**config.mk**
```make
export PLATFORM = sky130hd
export DESIGN_NAME = mem_arbiter_flat
export DESIGN_NICKNAME = d
export VERILOG_FILES = /design/src/rtl/mem_arbiter_if.sv /design/src/rtl/mem_arbiter.sv /design/src/flat_wrapper.sv
export SDC_FILE = /design/constraint.sdc
export NUM_CORES = 1
export LEC_CHECK = 0
export BUFFER_PORTS_ARGS = -buffer_cell sky130_fd_sc_hd__buf_2
export CORE_AREA = 2 2 141 143
export CTS_BUF_LIST = sky130_fd_sc_hd__clkbuf_4 sky130_fd_sc_hd__clkbuf_8
export DETAILED_ROUTE_END_ITERATION = 6
export DIE_AREA = 0 0 143 145
export GPL_TIMING_DRIVEN = 0
export PLACE_DENSITY = 0.6
export SYNTH_ARGS = -nofsm -noshare
export SYNTH_HDL_FRONTEND = slang
export SYNTH_SLANG_ARGS = --single-unit
```
**constraint.sdc**
```tcl
create_clock -name clk -period 1.49 [get_ports clk]
set_input_delay 0.149 -clock clk [delete_from_list [all_inputs] [get_ports clk]]
set_output_delay 0.149 -clock clk [all_outputs]
set_load 0.02 [all_outputs]
```
**src/rtl/mem_arbiter_if.sv**
```systemverilog
// Bundles the IF/MEM pipeline request ports and the memctrl port around mem_arbiter.
// slave: the arbiter's view. master: the requesters plus memctrl.
interface mem_arbiter_if;
  logic        if_req_i;
  logic [31:0] if_addr_i;
  logic        if_flush_i;
  logic        if_ack_o;
  logic [31:0] if_data_o;

  logic        mem_req_i;
  logic        mem_we_i;
  logic [1:0]  mem_size_i;
  logic        mem_sign_i;
  logic [31:0] mem_addr_i;
  logic [31:0] mem_wdata_i;
  logic        mem_ack_o;
  logic [31:0] mem_data_o;

  logic        mc_if_re_o;
  logic [31:0] mc_if_addr_o;
  logic [1:0]  mc_mem_re_o;
  logic        mc_mem_rsign_o;
  logic [31:0] mc_mem_addr_o;
  logic [1:0]  mc_mem_we_o;
  logic [31:0] mc_mem_wdata_o;
  logic        mc_done_i;
  logic [31:0] mc_data_i;

  modport slave (
    input  if_req_i, if_addr_i, if_flush_i,
    output if_ack_o, if_data_o,
    input  mem_req_i, mem_we_i, mem_size_i, mem_sign_i, mem_addr_i, mem_wdata_i,
    output mem_ack_o, mem_data_o,
    output mc_if_re_o, mc_if_addr_o, mc_mem_re_o, mc_mem_rsign_o,
    output mc_mem_addr_o, mc_mem_we_o, mc_mem_wdata_o,
    input  mc_done_i, mc_data_i
  );

  modport master (
    output if_req_i, if_addr_i, if_flush_i,
    input  if_ack_o, if_data_o,
    output mem_req_i, mem_we_i, mem_size_i, mem_sign_i, mem_addr_i, mem_wdata_i,
    input  mem_ack_o, mem_data_o,
    input  mc_if_re_o, mc_if_addr_o, mc_mem_re_o, mc_mem_rsign_o,
    input  mc_mem_addr_o, mc_mem_we_o, mc_mem_wdata_o,
    output mc_done_i, mc_data_i
  );
endinterface

```
**src/rtl/mem_arbiter.sv**
```systemverilog
// Shares the single memctrl port between instruction fetch and load/store.
// MEM has priority; a saturating starvation counter forces IF through after STARVE_LIMIT MEM grants.
module mem_arbiter #(
  parameter int STARVE_LIMIT = 4
) (
  input  logic           clk,
  input  logic           rst,
  input  logic           rdy,
  mem_arbiter_if.slave   bus
);

  localparam int CNT_W = (STARVE_LIMIT < 1) ? 1 : $clog2(STARVE_LIMIT + 1);
  localparam logic [CNT_W-1:0] CNT_MAX = CNT_W'(STARVE_LIMIT);

  typedef enum logic [1:0] {IDLE, ISSUE, WAIT, BADACK} state_t;
  typedef enum logic [1:0] {OWN_NONE, OWN_IF, OWN_MEM} owner_t;

  state_t           state_q, state_d;
  owner_t           owner_q, owner_d;
  logic [CNT_W-1:0] starve_q, starve_d;
  logic             flushed_q, flushed_d;
  logic [31:0]      hold_addr_q, hold_addr_d;
  logic             hold_we_q, hold_we_d;
  logic [1:0]       hold_size_q, hold_size_d;
  logic             hold_sign_q, hold_sign_d;
  logic [31:0]      hold_wdata_q, hold_wdata_d;

  logic if_pend;
  logic force_if;
  logic busy;
  logic drive;
  logic complete;
  logic own_if;
  logic own_mem;

  function automatic logic [CNT_W-1:0] sat_inc(input logic [CNT_W-1:0] v);
    return (v == CNT_MAX) ? v : v + 1'b1;
  endfunction

  assign if_pend  = bus.if_req_i & ~bus.if_flush_i;
  assign force_if = if_pend & (starve_q == CNT_MAX);

  always_comb begin
    state_d      = state_q;
    owner_d      = owner_q;
    starve_d     = starve_q;
    flushed_d    = flushed_q;
    hold_addr_d  = hold_addr_q;
    hold_we_d    = hold_we_q;
    hold_size_d  = hold_size_q;
    hold_sign_d  = hold_sign_q;
    hold_wdata_d = hold_wdata_q;

    case (state_q)
      IDLE: begin
        flushed_d = 1'b0;
        owner_d   = OWN_NONE;
        if (bus.mem_req_i && !force_if) begin
          owner_d      = OWN_MEM;
          hold_addr_d  = bus.mem_addr_i;
          hold_we_d    = bus.mem_we_i;
          hold_size_d  = bus.mem_size_i;
          hold_sign_d  = bus.mem_sign_i;
          hold_wdata_d = bus.mem_wdata_i;
          state_d      = (bus.mem_size_i == 2'b00) ? BADACK : ISSUE;
          starve_d     = if_pend ? sat_inc(starve_q) : '0;
        end else if (if_pend) begin
          owner_d      = OWN_IF;
          hold_addr_d  = bus.if_addr_i;
          hold_we_d    = 1'b0;
          hold_size_d  = 2'b00;
          hold_sign_d  = 1'b0;
          hold_wdata_d = '0;
          state_d      = ISSUE;
          starve_d     = '0;
        end else begin
          starve_d = '0;
        end
      end
      ISSUE: begin
        state_d = WAIT;
        if (owner_q == OWN_IF && bus.if_flush_i) flushed_d = 1'b1;
      end
      WAIT: begin
        if (owner_q == OWN_IF && bus.if_flush_i) flushed_d = 1'b1;
        if (bus.mc_done_i) begin
          state_d   = IDLE;
          owner_d   = OWN_NONE;
          flushed_d = 1'b0;
        end
      end
      BADACK: begin
        state_d = IDLE;
        owner_d = OWN_NONE;
      end
      default: begin
        state_d = IDLE;
        owner_d = OWN_NONE;
      end
    endcase
  end

  // rdy low freezes every register, so combinational acks repeat until it returns
  always_ff @(posedge clk or negedge rst) begin
    if (!rst) begin
      state_q      <= IDLE;
      owner_q      <= OWN_NONE;
      starve_q     <= '0;
      flushed_q    <= 1'b0;
      hold_addr_q  <= '0;
      hold_we_q    <= 1'b0;
      hold_size_q  <= 2'b00;
      hold_sign_q  <= 1'b0;
      hold_wdata_q <= '0;
    end else if (rdy) begin
      state_q      <= state_d;
      owner_q      <= owner_d;
      starve_q     <= starve_d;
      flushed_q    <= flushed_d;
      hold_addr_q  <= hold_addr_d;
      hold_we_q    <= hold_we_d;
      hold_size_q  <= hold_size_d;
      hold_sign_q  <= hold_sign_d;
      hold_wdata_q <= hold_wdata_d;
    end
  end

  // Strobes drop in the done cycle so memctrl never sees a second request; addr/wdata stay held
  assign busy     = (state_q == ISSUE) | (state_q == WAIT);
  assign drive    = (state_q == ISSUE) | ((state_q == WAIT) & ~bus.mc_done_i);
  assign complete = (state_q == WAIT) & bus.mc_done_i;
  assign own_if   = (owner_q == OWN_IF);
  assign own_mem  = (owner_q == OWN_MEM);

  always_comb begin
    bus.mc_if_re_o     = drive & own_if;
    bus.mc_if_addr_o   = (busy & own_if) ? hold_addr_q : 32'h0;
    bus.mc_mem_re_o    = (drive & own_mem & ~hold_we_q) ? hold_size_q : 2'b00;
    bus.mc_mem_we_o    = (drive & own_mem & hold_we_q) ? hold_size_q : 2'b00;
    bus.mc_mem_rsign_o = busy & own_mem & hold_sign_q;
    bus.mc_mem_addr_o  = (busy & own_mem) ? hold_addr_q : 32'h0;
    bus.mc_mem_wdata_o = (busy & own_mem) ? hold_wdata_q : 32'h0;

    bus.if_ack_o   = complete & own_if & ~flushed_q & ~bus.if_flush_i;
    bus.if_data_o  = bus.if_ack_o ? bus.mc_data_i : 32'h0;
    bus.mem_ack_o  = (complete & own_mem) | (state_q == BADACK);
    bus.mem_data_o = (complete & own_mem) ? bus.mc_data_i : 32'h0;
  end

endmodule
```
**src/flat_wrapper.sv**
```systemverilog
// flat-port wrapper written by rule: the top's interface ports become plain ports
module mem_arbiter_flat 
#(
  parameter int STARVE_LIMIT = 4
)
  (clk, rst, rdy, bus_if_req_i, bus_if_addr_i, bus_if_flush_i, bus_if_ack_o, bus_if_data_o, bus_mem_req_i, bus_mem_we_i, bus_mem_size_i, bus_mem_sign_i, bus_mem_addr_i, bus_mem_wdata_i, bus_mem_ack_o, bus_mem_data_o, bus_mc_if_re_o, bus_mc_if_addr_o, bus_mc_mem_re_o, bus_mc_mem_rsign_o, bus_mc_mem_addr_o, bus_mc_mem_we_o, bus_mc_mem_wdata_o, bus_mc_done_i, bus_mc_data_i);
  mem_arbiter_if bus_i ();
  input  logic clk;
  input  logic rst;
  input  logic rdy;
  input wire logic [$bits(bus_i.if_req_i)-1:0] bus_if_req_i;
  input wire logic [$bits(bus_i.if_addr_i)-1:0] bus_if_addr_i;
  input wire logic [$bits(bus_i.if_flush_i)-1:0] bus_if_flush_i;
  output wire logic [$bits(bus_i.if_ack_o)-1:0] bus_if_ack_o;
  output wire logic [$bits(bus_i.if_data_o)-1:0] bus_if_data_o;
  input wire logic [$bits(bus_i.mem_req_i)-1:0] bus_mem_req_i;
  input wire logic [$bits(bus_i.mem_we_i)-1:0] bus_mem_we_i;
  input wire logic [$bits(bus_i.mem_size_i)-1:0] bus_mem_size_i;
  input wire logic [$bits(bus_i.mem_sign_i)-1:0] bus_mem_sign_i;
  input wire logic [$bits(bus_i.mem_addr_i)-1:0] bus_mem_addr_i;
  input wire logic [$bits(bus_i.mem_wdata_i)-1:0] bus_mem_wdata_i;
  output wire logic [$bits(bus_i.mem_ack_o)-1:0] bus_mem_ack_o;
  output wire logic [$bits(bus_i.mem_data_o)-1:0] bus_mem_data_o;
  output wire logic [$bits(bus_i.mc_if_re_o)-1:0] bus_mc_if_re_o;
  output wire logic [$bits(bus_i.mc_if_addr_o)-1:0] bus_mc_if_addr_o;
  output wire logic [$bits(bus_i.mc_mem_re_o)-1:0] bus_mc_mem_re_o;
  output wire logic [$bits(bus_i.mc_mem_rsign_o)-1:0] bus_mc_mem_rsign_o;
  output wire logic [$bits(bus_i.mc_mem_addr_o)-1:0] bus_mc_mem_addr_o;
  output wire logic [$bits(bus_i.mc_mem_we_o)-1:0] bus_mc_mem_we_o;
  output wire logic [$bits(bus_i.mc_mem_wdata_o)-1:0] bus_mc_mem_wdata_o;
  input wire logic [$bits(bus_i.mc_done_i)-1:0] bus_mc_done_i;
  input wire logic [$bits(bus_i.mc_data_i)-1:0] bus_mc_data_i;
  assign bus_i.if_req_i = bus_if_req_i;
  assign bus_i.if_addr_i = bus_if_addr_i;
  assign bus_i.if_flush_i = bus_if_flush_i;
  assign bus_if_ack_o = bus_i.if_ack_o;
  assign bus_if_data_o = bus_i.if_data_o;
  assign bus_i.mem_req_i = bus_mem_req_i;
  assign bus_i.mem_we_i = bus_mem_we_i;
  assign bus_i.mem_size_i = bus_mem_size_i;
  assign bus_i.mem_sign_i = bus_mem_sign_i;
  assign bus_i.mem_addr_i = bus_mem_addr_i;
  assign bus_i.mem_wdata_i = bus_mem_wdata_i;
  assign bus_mem_ack_o = bus_i.mem_ack_o;
  assign bus_mem_data_o = bus_i.mem_data_o;
  assign bus_mc_if_re_o = bus_i.mc_if_re_o;
  assign bus_mc_if_addr_o = bus_i.mc_if_addr_o;
  assign bus_mc_mem_re_o = bus_i.mc_mem_re_o;
  assign bus_mc_mem_rsign_o = bus_i.mc_mem_rsign_o;
  assign bus_mc_mem_addr_o = bus_i.mc_mem_addr_o;
  assign bus_mc_mem_we_o = bus_i.mc_mem_we_o;
  assign bus_mc_mem_wdata_o = bus_i.mc_mem_wdata_o;
  assign bus_i.mc_done_i = bus_mc_done_i;
  assign bus_i.mc_data_i = bus_mc_data_i;
  mem_arbiter #(.STARVE_LIMIT(STARVE_LIMIT)) u_core (.clk(clk), .rst(rst), .rdy(rdy), .bus(bus_i));
endmodule
```
* Word-level counts from Yosys, hierarchy flattened *
Index checks and enable logic that the tools add are counted.

word-level totals
  register bits = 76
  input bits = 139
  output and inout bits = 168
  logic and storage cells = 84

operators by class
  add/subtract/negate cells = 1
  eq/ne operators = 9
  multiplexer cells = 30
  bitwise logic cells = 22
  reductions and logical operators = 13

operators by type and width
  cell                   number
  $mux W32               9
  $mux W2                9
  $and A1 B1 Y1          15
  $reduce_and A3 Y1      4
  $mux W3                3
  $pmux W2 S4            1
  $eq A2 B2 Y1 const B   3
  $mux W1                6
  $pmux W2 S3            1
  $reduce_bool A3 Y1     2
  $eq A2 B1 Y1 const B   2
  $logic_not A2 Y1       2
  $not A1 Y1             4
  $add A3 B1 Y3 const B  1
  $eq A3 B3 Y1 const B   1
  $ne A3 B1 Y1 const B   1
  $ne A3 B3 Y1 const B   1
  $or A1 B1 Y1           3
  $pmux W1 S3            1
  $logic_and A1 B1 Y1    2
  $ne A2 B2 Y1 const B   1
  $reduce_and A2 Y1      1
  $reduce_bool A2 Y1     1
  $logic_not A1 Y1       1

* Longest topological paths before layout *
  depth in word-level cells = 7
  depth in mapped cells = 8
  mapped depth without buffers = 5

* Worst setup path after synthesis *
No wires, ideal clock.

  kind = register to output
  start = register u_core.state_q[0]
  end = output bus_if_data_o[22]
  data arrival time = 1.546 ns
  data required time = 1.341 ns
  setup slack = -0.205 ns
  cell stages (with the launch flop) = 7
  path buffers = 1
  cells stage by stage = dfrtp_1 inv_1 ha_1 nand2_1 nor4_2 buf_2 and2_1

between the ends
  word-level cells in the longest chain between the ends = 6

ends and longest elaborated chain
  item                        line                RTL
  start, declared             mem_arbiter.sv:18   state_t state_q, state_d;
  start signal, assigned      mem_arbiter.sv:116  state_q <= state_d;
  $eq A2 B2 Y1                mem_arbiter.sv:131  assign complete = (state_q == WAIT) & bus.mc_done_i;
  $and A1 B1 Y1               mem_arbiter.sv:131
  $and A1 B1 Y1 (3 in a row)  mem_arbiter.sv:144  bus.if_ack_o = complete & own_if & ~flushed_q & ~bus.if_flush_i;
  named net bus_if_ack_o      flat_wrapper.sv:14  output wire logic [$bits(bus_i.if_ack_o)-1:0] bus_if_ack_o;
  $mux W32                    mem_arbiter.sv:145  bus.if_data_o = bus.if_ack_o ? bus.mc_data_i : 32'h0;
  end, declared               flat_wrapper.sv:15  output wire logic [$bits(bus_i.if_data_o)-1:0] bus_if_data_o;

The timed path passes the listed nets, and every way through them passes these cells.

* Worst setup path after layout *
  start = register u_core.state_q[1]
  end = output bus_mc_if_addr_o[13]

between the ends
  word-level cells in the longest chain between the ends = 4
  elaborated cells between the ends (all ways) = 5
  classes of those cells = eq/ne (2); mux (1); bitwise (2)

ends and longest elaborated chain
  item                                          line                RTL
  $eq A2 B1 Y1 or $eq A2 B2 Y1 (tied branches)  mem_arbiter.sv:129  assign busy = (state_q == ISSUE) | (state_q == WAIT);
  $or A1 B1 Y1 *                                mem_arbiter.sv:129
  $and A1 B1 Y1 *                               mem_arbiter.sv:137  bus.mc_if_addr_o = (busy & own_if) ? hold_addr_q : 32'h0;
  $mux W32 *                                    mem_arbiter.sv:137
  end, declared                                 flat_wrapper.sv:25  output wire logic [$bits(bus_i.mc_if_addr_o)-1:0] bus_mc_if_addr_o;

Every way passes the cells marked *; elsewhere a longest branch is shown, timed or not.

==> run_results.csv <==
group,metric,value,unit
finish,drive_gt1_share,72.6,%
yosys,yosysTopAreaCell,"dfrtp_1",
setup_path,startpoint_type,"flip-flop",
clock_tree,htree_levels,3,
clock_tree,numCtsBuffers,9,
sta,fmax,489,MHz
min_path,min_path_type,"in2reg",
floorplan,coreArea,0.0192,mm2
sta,fin_crit,2050,ps
sta,tns,-85400,ps
yosys,synth_area_leaders,"dfrtp_1, and2_1, and3_1, a22o_1, a22oi_1",
yosys,synth_ff_type,"dfrtp_1",
yosys,ys_seq_elements,76,
yosys,avgSynthCellArea,8.88,um2
drt,wire_per_inst,20.5,um
global_routing,gr-total-overflow,0,
sta,timing.final.ws_setup,-557,ps
drt,vias_per_cell,5.02,
setup_path,criticalPathCategory,"reg2out",
flow_run,drv_cap,0,
floorplan,die_x,143,um
placed_design,dp_slack,-938,ps
yosys,netlist.area_leader.share,38.4,%
setup_path,path_buf_inv,3,
sta,setup_violations,242,
sta,slew_headroom,35.2,%
min_path,whs_path_depth,3,
sta,holdWs,-2.49,ps
floorplan,die_y,145,um
sta,fin_skew,19.5,ps
power,peakVddDrop,0.912,mV
setup_path,worstPathRequired,1340,ps
clock_tree,cts_tree,"done",
clock_tree,clockRootBuffer,"clkbuf_8",
finish,area_delta_synth_final,127,%
floorplan,num_rows,51,
setup_path,path_depth,6,
placed_design,portBuffers,305,
global_routing,grt_start_max_net_pins,66,
drt,postRouteAntennaNets,0,
placed_design,dp_hpwl,15.8,mm
global_routing,grt_pass1_vias,6503,
drt,drt-pass1-iter-count,4,
finish,nets,1124,
setup_path,path_cells,"inv_2 -> ha_4 -> and3_4 -> clkbuf_16 -> and2_4 -> buf_6",
yosys,yosysWarnings,0,
setup_path,path_max_fanout,10,
setup_path,max_stage_delay,420,ps
sta,post-route-period-util,137,%
placed_design,placedInstanceArea,0.00708,mm2
sta,rsz0062_at_grt,"true",
clock_tree,cts.clk_slew.worst_paths,100,ps
yosys,ys_seq_area_share,38.4,%
yosys,yosys.cell_types.count,35,
sta,hold_viol,2,
yosys,synth_area,0.00495,mm2
setup_path,worst_path_max_delay_cell,"dfrtp_1",
floorplan,die_area,0.0207,mm2
drt,num_vias,6282,
setup_path,r2r_cells,7,
clock_tree,clkLatencyLatePin,380,ps
power,p_leak,5.31,nW
yosys,synth.most_common_cell,"and2_1",
yosys,postSynth.asyncResetShare,100,%
sta,drv_slew,0,
setup_path,endpoint_kind,"primary output",
clock_tree,clockBufferDepth,2,
global_routing,antenna_found_initial,5,
yosys,syn_nets,703,
clock_tree,cts_num_sinks,76,
setup_path,worstPathArrival,1900,ps
setup_path,timing.reg2reg.setup_slack,-140,ps
finish,postLayoutCellArea,0.0112,mm2
power,power_density,1530,mW/mm2
drt,drt_iter0_markers,274,
sta,worstMarginPinSlew,971,ps
drt,wl,25.7,mm
global_routing,grt_pass1_wl,37.5,mm
outcome,violations,"hold timing, setup timing",
floorplan,initial_core_util,25.8,%
setup_path,crit_family,"simple AND/OR/NAND/NOR gates",
yosys,syn_inst,557,
finish,nFillCells,1521,
drt,drcViolationCount,0,
floorplan,top_level_ports,307,
yosys,synth_edf_count,0,
global_routing,grtUsageTotal,23.5,%
outcome,status,"finished, violations left",
yosys,synthTopCellsByCount,"and2_1, dfrtp_1, and3_1, inv_1, clkbuf_1",
placed_design,gp_congestion,0.857,
## final cells by class
cell class | instances | area, um2 | area share, %
antenna | 4 | 10.0 | 0.0891
buffer | 56 | 802 | 7.14
clock buffer | 10 | 138 | 1.22
clock inverter | 6 | 119 | 1.06
inverter | 41 | 154 | 1.37
multi-input combinational | 382 | 3790 | 33.7
sequential | 76 | 1900 | 16.9
tap | 265 | 332 | 2.95
timing repair buffer | 412 | 3990 | 35.5
## layer usage
metal  vias to the layer above  global-route usage, %  share of wire [%]
met5                         -                      0                  0
met4                         0                   9.46                3.8
met3                        58                   5.68                6.9
met2                       292                   43.3                 54
met1                      3092                   25.5                 35
li1                       2840                      -                  -
## state kept, by name, indices dropped and copies added (netlist names)
name,count
u_core.hold_we_q,1
u_core.hold_addr_q,32
u_core.hold_sign_q,1
u_core.owner_q,2
u_core.state_q,2
u_core.starve_q,3
u_core.hold_size_q,2
u_core.flushed_q,1
u_core.hold_wdata_q,32
## cell families after synthesis
kind of cell	count (synthesis)	share of synthesized area, %
multiplexers	2	0.430
AO/OA/AOI/OAI	147	24.0
AND/OR/NAND/NOR	225	27.1
adder cells (fa/ha/maj)	7	1.77
buffers and inverters	100	8.30
flip-flops	76	38.4
## cell usage in the layout (no fill, tap or decap), drive strengths merged, types with 3 or more instances in the layout
master / n
nor2: 3
and2: 97
clkbuf: 47
nand2: 37
dlygate4sd3: 27
and3: 68
ha: 7
o221a: 32
dfrtp: 76
nand2b: 3
bufinv: 3
buf: 404
o21ai: 39
inv: 43
a22oi: 32
a21oi: 3
diode: 4
a22o: 37
nor2b: 5
## power breakdown
part | internal [mW] | leakage, nW | total (mW) | switching [mW]
Combinational | 6.47 | 4.27 | 11.3 | 4.84
Sequential | 2.95 | 0.908 | 3.75 | 0.800
Clock | 1.18 | 0.129 | 2.07 | 0.889
Total | 10.6 | 5.31 | 17.1 | 6.53
## worst reg2reg max path: cells and delay by family, from the launching register on
family | cells | cell delay [ps]
buffers and inverters | 3 | 340
AO/OA/AOI/OAI | 1 | 200
AND/OR/NAND/NOR | 2 | 430
flip-flops | 1 | 390
adder cells (fa/ha/maj) | 1 | 170
## worst paths after layout
path / start / to
hold / removal: bus_if_addr_i[14] / u_core.hold_addr_q[14]
max in group asynchronous: rst / u_core.hold_size_q[1]
hold reg to reg: u_core.hold_wdata_q[21] / u_core.hold_wdata_q[21]
min in group asynchronous: rst / u_core.hold_addr_q[18]
setup reg to reg: u_core.starve_q[0] / u_core.hold_wdata_q[0]
setup / recovery: u_core.state_q[1] / bus_mc_if_addr_o[13]
## stage by stage
step / std cells / util (%) / power (mW)
floorplan: 557 / - / 7.08
global placement: 1127 / 36.7 / 9.09
detailed placement: 1128 / 36.9 / 9.15
CTS: 1237 / 56.1 / 16.5
global route: 1252 / 58.5 / 17.9
finish: 1252 / 58.5 / 17.1
## what timing repair did
item                                    in CTS  in global routing
hold buffers                                21                  6
cloned                                      32                  4
setup buffers                               40                  9
endpoints found under the hold margin       96                  6
resized for setup                          664                130
pin swaps                                  111                 76
endpoints found under the setup margin     241                243
Note: power is estimated with default switching activity, not from simulation.
